File: src/rtl/win_2048_pic_fetch.sv
// Pixel-fetch stage for the 2048 win picture: maps screen coordinates onto a scaled
// image window, addresses the picture ROM and emits a 2-clock-latency palette index.
module win_2048_pic_fetch #(
    parameter int IMG_W       = 160,
    parameter int IMG_H       = 120,
    parameter int SCALE_SHIFT = 1,
    parameter int ORIGIN_X    = 160,
    parameter int ORIGIN_Y    = 120,
    parameter int ADDR_W      = 15
) (
    input  logic              Clk,
    input  logic              Reset_n,
    input  logic              show,
    input  logic [9:0]        DrawX,
    input  logic [9:0]        DrawY,
    input  logic              de,
    output logic [ADDR_W-1:0] rom_addr,
    input  logic [4:0]        rom_data,
    output logic [4:0]        pix_index,
    output logic              pix_valid,
    output logic              active,
    output logic [1:0]        dbg_state
);

    typedef enum logic [1:0] {
        IDLE  = 2'd0,
        ARM   = 2'd1,
        SHOW  = 2'd2,
        DRAIN = 2'd3
    } state_t;

    localparam logic [10:0] X_LO = 11'(ORIGIN_X);
    localparam logic [10:0] X_HI = 11'(ORIGIN_X + (IMG_W << SCALE_SHIFT));
    localparam logic [10:0] Y_LO = 11'(ORIGIN_Y);
    localparam logic [10:0] Y_HI = 11'(ORIGIN_Y + (IMG_H << SCALE_SHIFT));

    state_t            state;
    state_t            state_nxt;
    logic              fs;
    logic              drawing;
    logic              hit;
    logic              hit_d1;
    logic [10:0]       x11;
    logic [10:0]       y11;
    logic [10:0]       u;
    logic [10:0]       v;
    logic [ADDR_W-1:0] addr;

    assign fs = (DrawX == 10'd0) && (DrawY == 10'd0);

    // Show/hide only changes at frame start; DRAIN finishes the frame already begun.
    always_comb begin
        state_nxt = state;
        case (state)
            IDLE:    if (show) state_nxt = ARM;
            ARM:     if (!show) state_nxt = IDLE;
                     else if (fs) state_nxt = SHOW;
            SHOW:    if (!show) state_nxt = DRAIN;
            DRAIN:   if (fs) state_nxt = show ? SHOW : IDLE;
            default: state_nxt = IDLE;
        endcase
    end

    // The frame-start pixel is judged with the state it transitions into.
    assign drawing = (state_nxt == SHOW) || (state_nxt == DRAIN);

    // 11-bit compare keeps windows that extend past 1023 from wrapping.
    assign x11 = {1'b0, DrawX};
    assign y11 = {1'b0, DrawY};
    assign hit = de && drawing &&
                 (x11 >= X_LO) && (x11 < X_HI) &&
                 (y11 >= Y_LO) && (y11 < Y_HI);

    assign u    = (x11 - X_LO) >> SCALE_SHIFT;
    assign v    = (y11 - Y_LO) >> SCALE_SHIFT;
    assign addr = ADDR_W'(v) * ADDR_W'(IMG_W) + ADDR_W'(u);

    // pix_valid qualifies pix_index in the same cycle; there is no backpressure.
    always_ff @(posedge Clk) begin
        if (!Reset_n) begin
            state     <= IDLE;
            active    <= 1'b0;
            hit_d1    <= 1'b0;
            rom_addr  <= '0;
            pix_valid <= 1'b0;
            pix_index <= '0;
        end else begin
            state     <= state_nxt;
            active    <= drawing;
            hit_d1    <= hit;
            if (hit) rom_addr <= addr;
            pix_valid <= hit_d1;
            pix_index <= hit_d1 ? rom_data : 5'd0;
        end
    end

    assign dbg_state = state;

endmodule
File: config.mk
export PLATFORM = sky130hd
export DESIGN_NAME = win_2048_pic_fetch
export DESIGN_NICKNAME = d
export VERILOG_FILES = /design/src/rtl/win_2048_pic_fetch.sv
export SDC_FILE = /design/constraint.sdc
export NUM_CORES = 1
export LEC_CHECK = 0
export ABC_AREA = 1
export BUFFER_PORTS_ARGS = -buffer_cell sky130_fd_sc_hd__buf_2
export CORE_MARGIN = 2
export CORE_UTILIZATION = 47
export CTS_CLUSTER_DIAMETER = 150
export DETAILED_ROUTE_END_ITERATION = 12
export PLACE_DENSITY_LB_ADDON = 0.05
export RECOVER_POWER = 100
export SYNTH_ARGS = -nofsm -noshare
export SYNTH_HDL_FRONTEND = slang
export SYNTH_SLANG_ARGS = --single-unit
File: constraint.sdc
create_clock -name Clk -period 2.4 [get_ports Clk]
set_clock_uncertainty 0.05 [all_clocks]
set_input_delay 0.12 -clock Clk [delete_from_list [all_inputs] [get_ports Clk]]
set_output_delay 0.12 -clock Clk [all_outputs]
set_load 0.03 [all_outputs]
==> results of run 1 <==
## worst paths after layout
kind | endpoint | slack (ns) | from
setup / recovery | rom_addr[13] | -0.04 | DrawY[3]
hold / removal | pix_index[4] | 0.01 | rom_data[4]
setup reg to reg | rom_addr[12] | 0.73 | dbg_state[0]
hold reg to reg | rom_addr[7] | 0.44 | rom_addr[7]
## sequential cells by signal, summed over array words and instances, names as in the netlist
name	flops
pix_valid	1
dbg_state	1
hit_d1	1
rom_addr	15
active	1
pix_index	5
## cell usage in the layout (no fill, tap or decap), drive strengths merged
| master | netlist | routed |
|---|---|---|
| a21oi | 12 | 12 |
| a31oi | 1 | 1 |
| and2 | 1 | 1 |
| and3 | 1 | 1 |
| buf | 4 | 50 |
| bufinv | 0 | 1 |
| clkbuf | 1 | 28 |
| dfxtp | 24 | 24 |
| fa | 2 | 2 |
| ha | 21 | 21 |
| inv | 47 | 47 |
| nand2 | 53 | 53 |
| nand3 | 19 | 19 |
| nand3b | 3 | 3 |
| nand4 | 6 | 6 |
| nor2 | 41 | 41 |
| nor3 | 4 | 4 |
| o2111ai | 1 | 1 |
| o211ai | 1 | 1 |
| o21ai | 18 | 18 |
| or2 | 2 | 2 |
| xnor2 | 4 | 4 |
| xor2 | 7 | 7 |
## worst max-delay path: cells and delay by family
kind | cells | cell delay [ns]
AOI/OAI and AO/OA | 1 | 0.12
buffers and inverters | 6 | 0.47
and+or+nand+nor | 4 | 0.29
xor gates and xnor gates | 2 | 0.31
adders and majority gates | 4 | 1.25
## power by group through the flow
stage	Clock, W	Sequential (W)	Combinational, W
after global placement	0	0.000409	0.000487
final	0.000344	0.000399	0.000590
after CTS	0.000352	0.000399	0.000500
after global routing	0.000366	0.000400	0.000670
after floorplan	0	0.000410	0.000343
after detailed placement	0	0.000409	0.000490
## area by class of cell
cell class	instances	share of cell area
Clock buffer	3	0.0163
Inverter	47	0.0717
Timing Repair Buffer	75	0.166
Clock inverter	1	0.0119
Sequential cell	24	0.190
Multi-Input combinational cell	197	0.520
Tap cell	50	0.0247
## what timing repair did
item                                    CTS  global route
pin swaps                                 5             8
endpoints found under the setup margin    2             5
setup buffers                             2             3
resized for setup                         2            23
cloned                                    0             0
## layer usage
metal  vias up  GRT usage  wire (um)
met1       825      0.273       2130
met4         0     0.0485         65
li1       1015          -          -
met5         -          0          0
met2        41      0.376       2170
met3         8     0.0200        159
## logic make-up (layout without fill, tap and decap cells)
logic type,after synthesis,in the layout
compound gates,33,33
simple gates,130,130
xor+xnor,11,11
buf+inv,52,126
fa+ha+maj,23,23
flops,24,24
## per-stage QoR
step                      setup WS, ns  std cells  hold slack [ns]
final                          -0.0411        397           0.0103
after detailed placement        -0.378        388            0.289
after global routing            -0.190        397          0.00418
after CTS                      -0.0352        394          0.00374
after floorplan                 -0.130        273            0.182
after global placement          -0.330        388            0.286
==> flow_summary_export.csv, run 1 <==
group,metric,value,unit
outcome,outcome,"finished with violations",
outcome,violations,"negative setup slack",
timing,maxSlewViolCount,0,
finish,seq_area,480,um2
worst_setup_path,critPathCaptureType,"register",
die,die_x,67.4,um
power_and_ir_drop,seqPwrFrac,0.300,
worst_setup_path,crit_fanout,3,
global_routing,overflow,0,
clock_network,clk_pin_slew,0.08,ns
detailed_routing,drt.antenna.violating_nets,0,
yosys,synth_top_family_by_area,"simple AND/OR/NAND/NOR gates",
yosys,synthCells,273,
run,maxCapViolations,0,
die,start_util,0.479,
worst_setup_path,crit_type,"primary input to register",
yosys,synth.most_common_cell,"nand2_1",
power_and_ir_drop,powerDensity,527,nW/um2
timing,layout_worst_path_cycle_share,1.02,
power_and_ir_drop,p_leak,1.27,nW
clock_network,ctsRootBufferMaster,"clkbuf_8",
clock_network,cts_tree,"done",
yosys,synth.mux.area_fraction,0,
detailed_routing,drc_errors,0,
power_and_ir_drop,pwr-share-comb,0.443,
global_routing,grt_pass1_vias,1710,
yosys,syn-mean-instance-area,6.92,um2
die,core-area,3940,um2
finish,multi_input_area,1320,um2
worst_setup_path,r2r_cells,9,
global_routing,antenna_found_initial,0,
yosys,ys_seq_area_frac,0.254,
yosys,synth-edff-count,0,
detailed_routing,wl,4.53,mm
yosys,ys_warn_count,0,
worst_hold_path,hold_depth,3,
detailed_routing,first_iter_violations,102,
timing,maxSlewHeadroom,0.752,
yosys,synth_nets,325,
worst_hold_path,hp-class,"primary input to register",
clock_network,h-tree-depth,1,
finish,drive_above_1_share,0.285,
global_routing,grt_usage,0.211,
placement,hpwl,3.60,mm
yosys,synth_ff_type,"dfxtp_1",
worst_setup_path,cp.arrival,2.56,ns
power_and_ir_drop,power,0.00133,W
yosys,synth-compound-area-share,0.0934,
die,die_area,4540,um2
yosys,ys_ff_latch,24,
placement,io_buffers,52,
yosys,yosys-top-cells-area,"dfxtp_1, ha_1, nand2_1",
timing,fin_crit,2.44,ns
yosys,synth_cell_type_count,32,
finish,syn_to_final_growth,34.0,%
die,io_pins,53,
power_and_ir_drop,power.internal,0.000893,W
placement,postPlaceCellArea,2350,um2
timing,rsz0062_at_grt,"yes",
die,rows,23,
clock_network,cts_buffers,3,
global_routing,grt_pass1_wl,7.42,mm
power_and_ir_drop,p_switching,0.000440,W
timing,setup_viol,3,
timing,tightest_slew,0.373,ns
clock_network,clock_sinks,24,
finish,fin_util,0.642,
worst_setup_path,slowest_stage,"fa_1",
worst_setup_path,cp-start-kind,"primary input",
power_and_ir_drop,ir_drop,0.000237,V
detailed_routing,vias_per_cell,4.76,
clock_network,cts.path.max_buffers,2,
die,die_h,67.4,um
power_and_ir_drop,clock_power_share,0.258,
timing,clock.fmax,410,MHz
detailed_routing,wl_per_cell,11.4,um
yosys,synthAdderAreaFrac,0.160,
timing,fin_setup_tns,-0.108,ns
finish,fin_nets,400,
yosys,netlist_area,1890,um2
yosys,yosysTopAreaCellShare,0.254,
timing,final.setup.worst_slack,-0.0411,ns
worst_setup_path,crit_chain,"buf_6, ha_4, xor2_2, ha_1, inv_2, fa_1, inv_2, ha_4, buf_4, buf_6, a21oi_2, nor2_2, nand3_1, xor2_1, nand2_1, nand2_1, inv_1",
yosys,postSynth.asyncResetShare,0,
finish,design_area,2530,um2
timing,hold_viol,0,
yosys,synth_top_area_cell,"dfxtp_1",
yosys,synth_xor_area_frac,0.0510,
worst_setup_path,required,2.52,ns
yosys,synthSimpleGateAreaFrac,0.316,
finish,diodes,0,
global_routing,grt_max_degree,18,
yosys,ys_top_cells_by_count,"nand2_1, inv_1, nor2_1",
detailed_routing,vias,1889,
worst_setup_path,critical_path.max_stage_delay,0.54,ns
clock_network,clkLatencyLatePin,0.26,ns
detailed_routing,dr.pass1.iters,4,
power_and_ir_drop,switching_share,0.330,
placement,gp_congestion,0.862,
finish,nFillCells,383,
clock_network,cts_hold_buffers,0,
Note: power is estimated with default switching activity, not from simulation.
==> run 2: changes to the inputs <==
--- a/config.mk
+++ b/config.mk
@@ -5,14 +5,16 @@
 export SDC_FILE = /design/constraint.sdc
 export NUM_CORES = 1
 export LEC_CHECK = 0
-export ABC_AREA = 1
+export ABC_AREA = 0
 export BUFFER_PORTS_ARGS = -buffer_cell sky130_fd_sc_hd__buf_2
+export CORE_ASPECT_RATIO = 0.75
 export CORE_MARGIN = 2
-export CORE_UTILIZATION = 47
+export CORE_UTILIZATION = 46
 export CTS_CLUSTER_DIAMETER = 150
 export DETAILED_ROUTE_END_ITERATION = 12
 export PLACE_DENSITY_LB_ADDON = 0.05
 export RECOVER_POWER = 100
+export SETUP_SLACK_MARGIN = 0.5
 export SYNTH_ARGS = -nofsm -noshare
 export SYNTH_HDL_FRONTEND = slang
 export SYNTH_SLANG_ARGS = --single-unit
==> run 2 against run 1 <==
  * The run now ends clean
  * Non-clock buffer count up 19
  * Power up 7.2%
  * Wire length up 3.1%
  * Clock-buffer cell count up 1
  * Die area down 6.9%
  * First-iteration DRC count down 33%
  * Core utilization up 8.8 points
  * Combinational power up 22%
  * Setup slack better by 0.12 ns
  * Highest routed layer is now met3
==> flow_summary_export.csv, run 2 <==
group,metric,value,unit
outcome,outcome,"completed",
yosys,synth_nets,241,
finish,syn_to_final_growth,54.1,%
clock_network,cts_buffers,3,
detailed_routing,dr.pass1.iters,4,
finish,nFillCells,277,
power_and_ir_drop,powerDensity,542,nW/um2
yosys,synthCells,189,
detailed_routing,wl_per_cell,14.0,um
worst_setup_path,r2r_cells,7,
worst_setup_path,critPathCaptureType,"register",
clock_network,clk_pin_slew,0.09,ns
worst_setup_path,crit_chain,"buf_8, ha_4, ha_4, ha_4, inv_2, fa_2, inv_2, ha_4, a21oi_4, nor3_4, xnor2_1, a211oi_2",
yosys,yosysTopAreaCellShare,0.281,
timing,maxSlewViolCount,0,
yosys,ys_seq_area_frac,0.281,
worst_setup_path,slowest_stage,"fa_2",
worst_setup_path,cp-start-kind,"primary input",
timing,fin_crit,2.32,ns
global_routing,grt_max_degree,15,
placement,gp_congestion,0.958,
finish,drive_above_1_share,0.404,
yosys,syn-mean-instance-area,9.05,um2
worst_setup_path,cp_num_buf_inv,3,
finish,largest_reg_flops,15,
worst_setup_path,required,2.49,ns
yosys,synth-edff-count,0,
placement,hpwl,3.59,mm
detailed_routing,drc_errors,0,
clock_network,h-tree-depth,1,
detailed_routing,drt.antenna.violating_nets,0,
placement,placed_cells,318,
worst_setup_path,rrSetupSlack,0.23,ns
finish,fin_util,0.729,
timing,maxSlewHeadroom,0.695,
timing,setup_viol,0,
yosys,ys_top_cells_by_count,"dfxtp_1, ha_1, nor2_1",
worst_hold_path,hp-class,"primary input to register",
timing,clock.fmax,432,MHz
clock_network,clock_sinks,24,
global_routing,antenna_found_initial,0,
yosys,synth.most_common_cell,"dfxtp_1",
finish,regMostFlops,"rom_addr",
detailed_routing,wl,4.67,mm
detailed_routing,vias,1686,
finish,diodes,0,
die,rows,19,
worst_setup_path,crit_fanout,3,
die,die_x,74.4,um
detailed_routing,vias_per_cell,5.05,
clock_network,cts.path.max_buffers,2,
worst_setup_path,cp.arrival,2.41,ns
worst_setup_path,critPathTopFamily,"adder cells",
finish,mostFrequentLayoutCells,"buf_4, buf_2, clkbuf_1",
die,die_h,56.8,um
worst_hold_path,min_to,"pix_index[3]",
clock_network,cts_hold_buffers,0,
clock_network,ctsRootBufferMaster,"clkbuf_8",
yosys,netlist_area,1710,um2
finish,fin_nets,335,
worst_setup_path,critical_path.max_stage_delay,0.57,ns
worst_setup_path,rr_startpoint,"dbg_state[0]",
global_routing,grt_usage,0.225,
global_routing,overflow,0,
die,io_pins,53,
die,core-area,3610,um2
yosys,postSynth.asyncResetShare,0,
timing,tightest_slew,0.457,ns
worst_setup_path,cp_num_cells,12,
yosys,synth_cell_type_count,46,
yosys,ys_warn_count,0,
run,maxCapViolations,0,
placement,io_buffers,52,
power_and_ir_drop,p_leak,1.12,nW
clock_network,clkLatencyLatePin,0.27,ns
timing,hold_viol,0,
finish,layout_commonest_cell,"buf_4",
yosys,synth_top_area_cell,"dfxtp_1",
global_routing,grt_pass1_vias,1668,
clock_network,cts_tree,"done",
placement,postPlaceCellArea,2320,um2
yosys,ys_ff_latch,24,
power_and_ir_drop,power,0.00143,W
yosys,synth_ff_type,"dfxtp_1",
finish,fin_cells,334,
timing,rsz0062_at_grt,"yes",
die,start_util,0.473,
die,die_area,4230,um2
worst_setup_path,crit_top_cell,"ha_4",
detailed_routing,first_iter_violations,68,
worst_hold_path,hold_depth,2,
worst_hold_path,min_from,"rom_data[3]",
worst_setup_path,crit_type,"primary input to register",
global_routing,grt_pass1_wl,7.41,mm
yosys,yosys-top-cells-area,"dfxtp_1, ha_1, xnor2_1",
finish,reg.largest.list,"rom_addr: 15 flops, pix_index: 5 flops",
worst_setup_path,r2r-end,"rom_addr[5]",
timing,layout_worst_path_cycle_share,0.966,
power_and_ir_drop,ir_drop,0.000288,V
finish,design_area,2640,um2
run 2: cell count changes after synthesis, sizes merged, moves of 4 or more:
cell	before	now
nor2	41	18
nand2	53	7
and3	1	5
a21oi	12	7
xnor2	4	11
mux2i	0	9
nand3	19	3
a211oi	0	6
inv	47	16
o21ai	18	7
run 2: repair_timing:
| item | 4_1_cts | 5_1_grt |
|---|---|---|
| endpoints found under the setup margin | 16 | 16 |
| endpoints found under the hold margin | 0 | 0 |
| pin swaps | 17 | 8 |
| buffers inserted | 7 | 4 |
| resized for setup | 30 | 9 |
| gates cloned | 0 | 1 |
run 2: where the power goes:
part | switching [W] | total [W] | internal [W]
clock | 0.000131 | 0.000312 | 0.000181
sequential | 0.000000756 | 0.000399 | 0.000398
combinational | 0.000344 | 0.000718 | 0.000374
run 2: cell families (layout without fill, tap and decap cells):
family	after synthesis	count (layout)	share of synthesized area
mux	9	9	0.0527
buf+inv	21	114	0.0512
xor+xnor	19	19	0.0973
flops	24	24	0.281
simple gates	54	54	0.176
compound gates	39	39	0.165
fa+ha+maj	23	23	0.177
run 2: through the flow:
stage,hold slack [ns],setup TNS (ns),worst slack (ns)
4_1_cts,0.0330,0,0.126
3_3_place_gp,0.309,-0.628,-0.199
2_1_floorplan,0.165,0,0.0359
6_report,0.0361,0,0.0826
3_5_place_dp,0.314,-0.948,-0.288
5_1_grt,0.0264,0,0.0308
run 2: worst max path at each step:
| stage | slack (ns) | endpoint | startpoint |
|---|---|---|---|
| 5_1_grt | 0.03 | rom_addr[12] | DrawY[4] |
| 2_1_floorplan | 0.04 | rom_addr[13] | DrawY[3] |
| 3_3_place_gp | -0.20 | rom_addr[13] | DrawY[3] |
| 3_5_place_dp | -0.29 | rom_addr[13] | DrawY[3] |
| 4_1_cts | 0.13 | rom_addr[13] | DrawY[4] |
| 6_report | 0.08 | rom_addr[12] | DrawY[4] |
run 2: area by class of cell:
class | count | area [um2] | share of cell area
Clock buffer | 4 | 66.3 | 0.0252
Inverter | 16 | 62.6 | 0.0237
Multi-Input combinational cell | 144 | 1380 | 0.523
Sequential cell | 24 | 484 | 0.184
Tap cell | 52 | 65.1 | 0.0247
Timing Repair Buffer | 94 | 578 | 0.219
run 2: metal layers:
metal | up-vias | share of wire | wire length [um] | GRT usage
li1 | 861 | - | - | -
met1 | 784 | 0.50 | 2350 | 0.327
met2 | 41 | 0.46 | 2160 | 0.358
met3 | 0 | 0.034 | 158 | 0.0395
met4 | 0 | 0 | 0 | 0.0281
met5 | - | 0 | 0 | 0
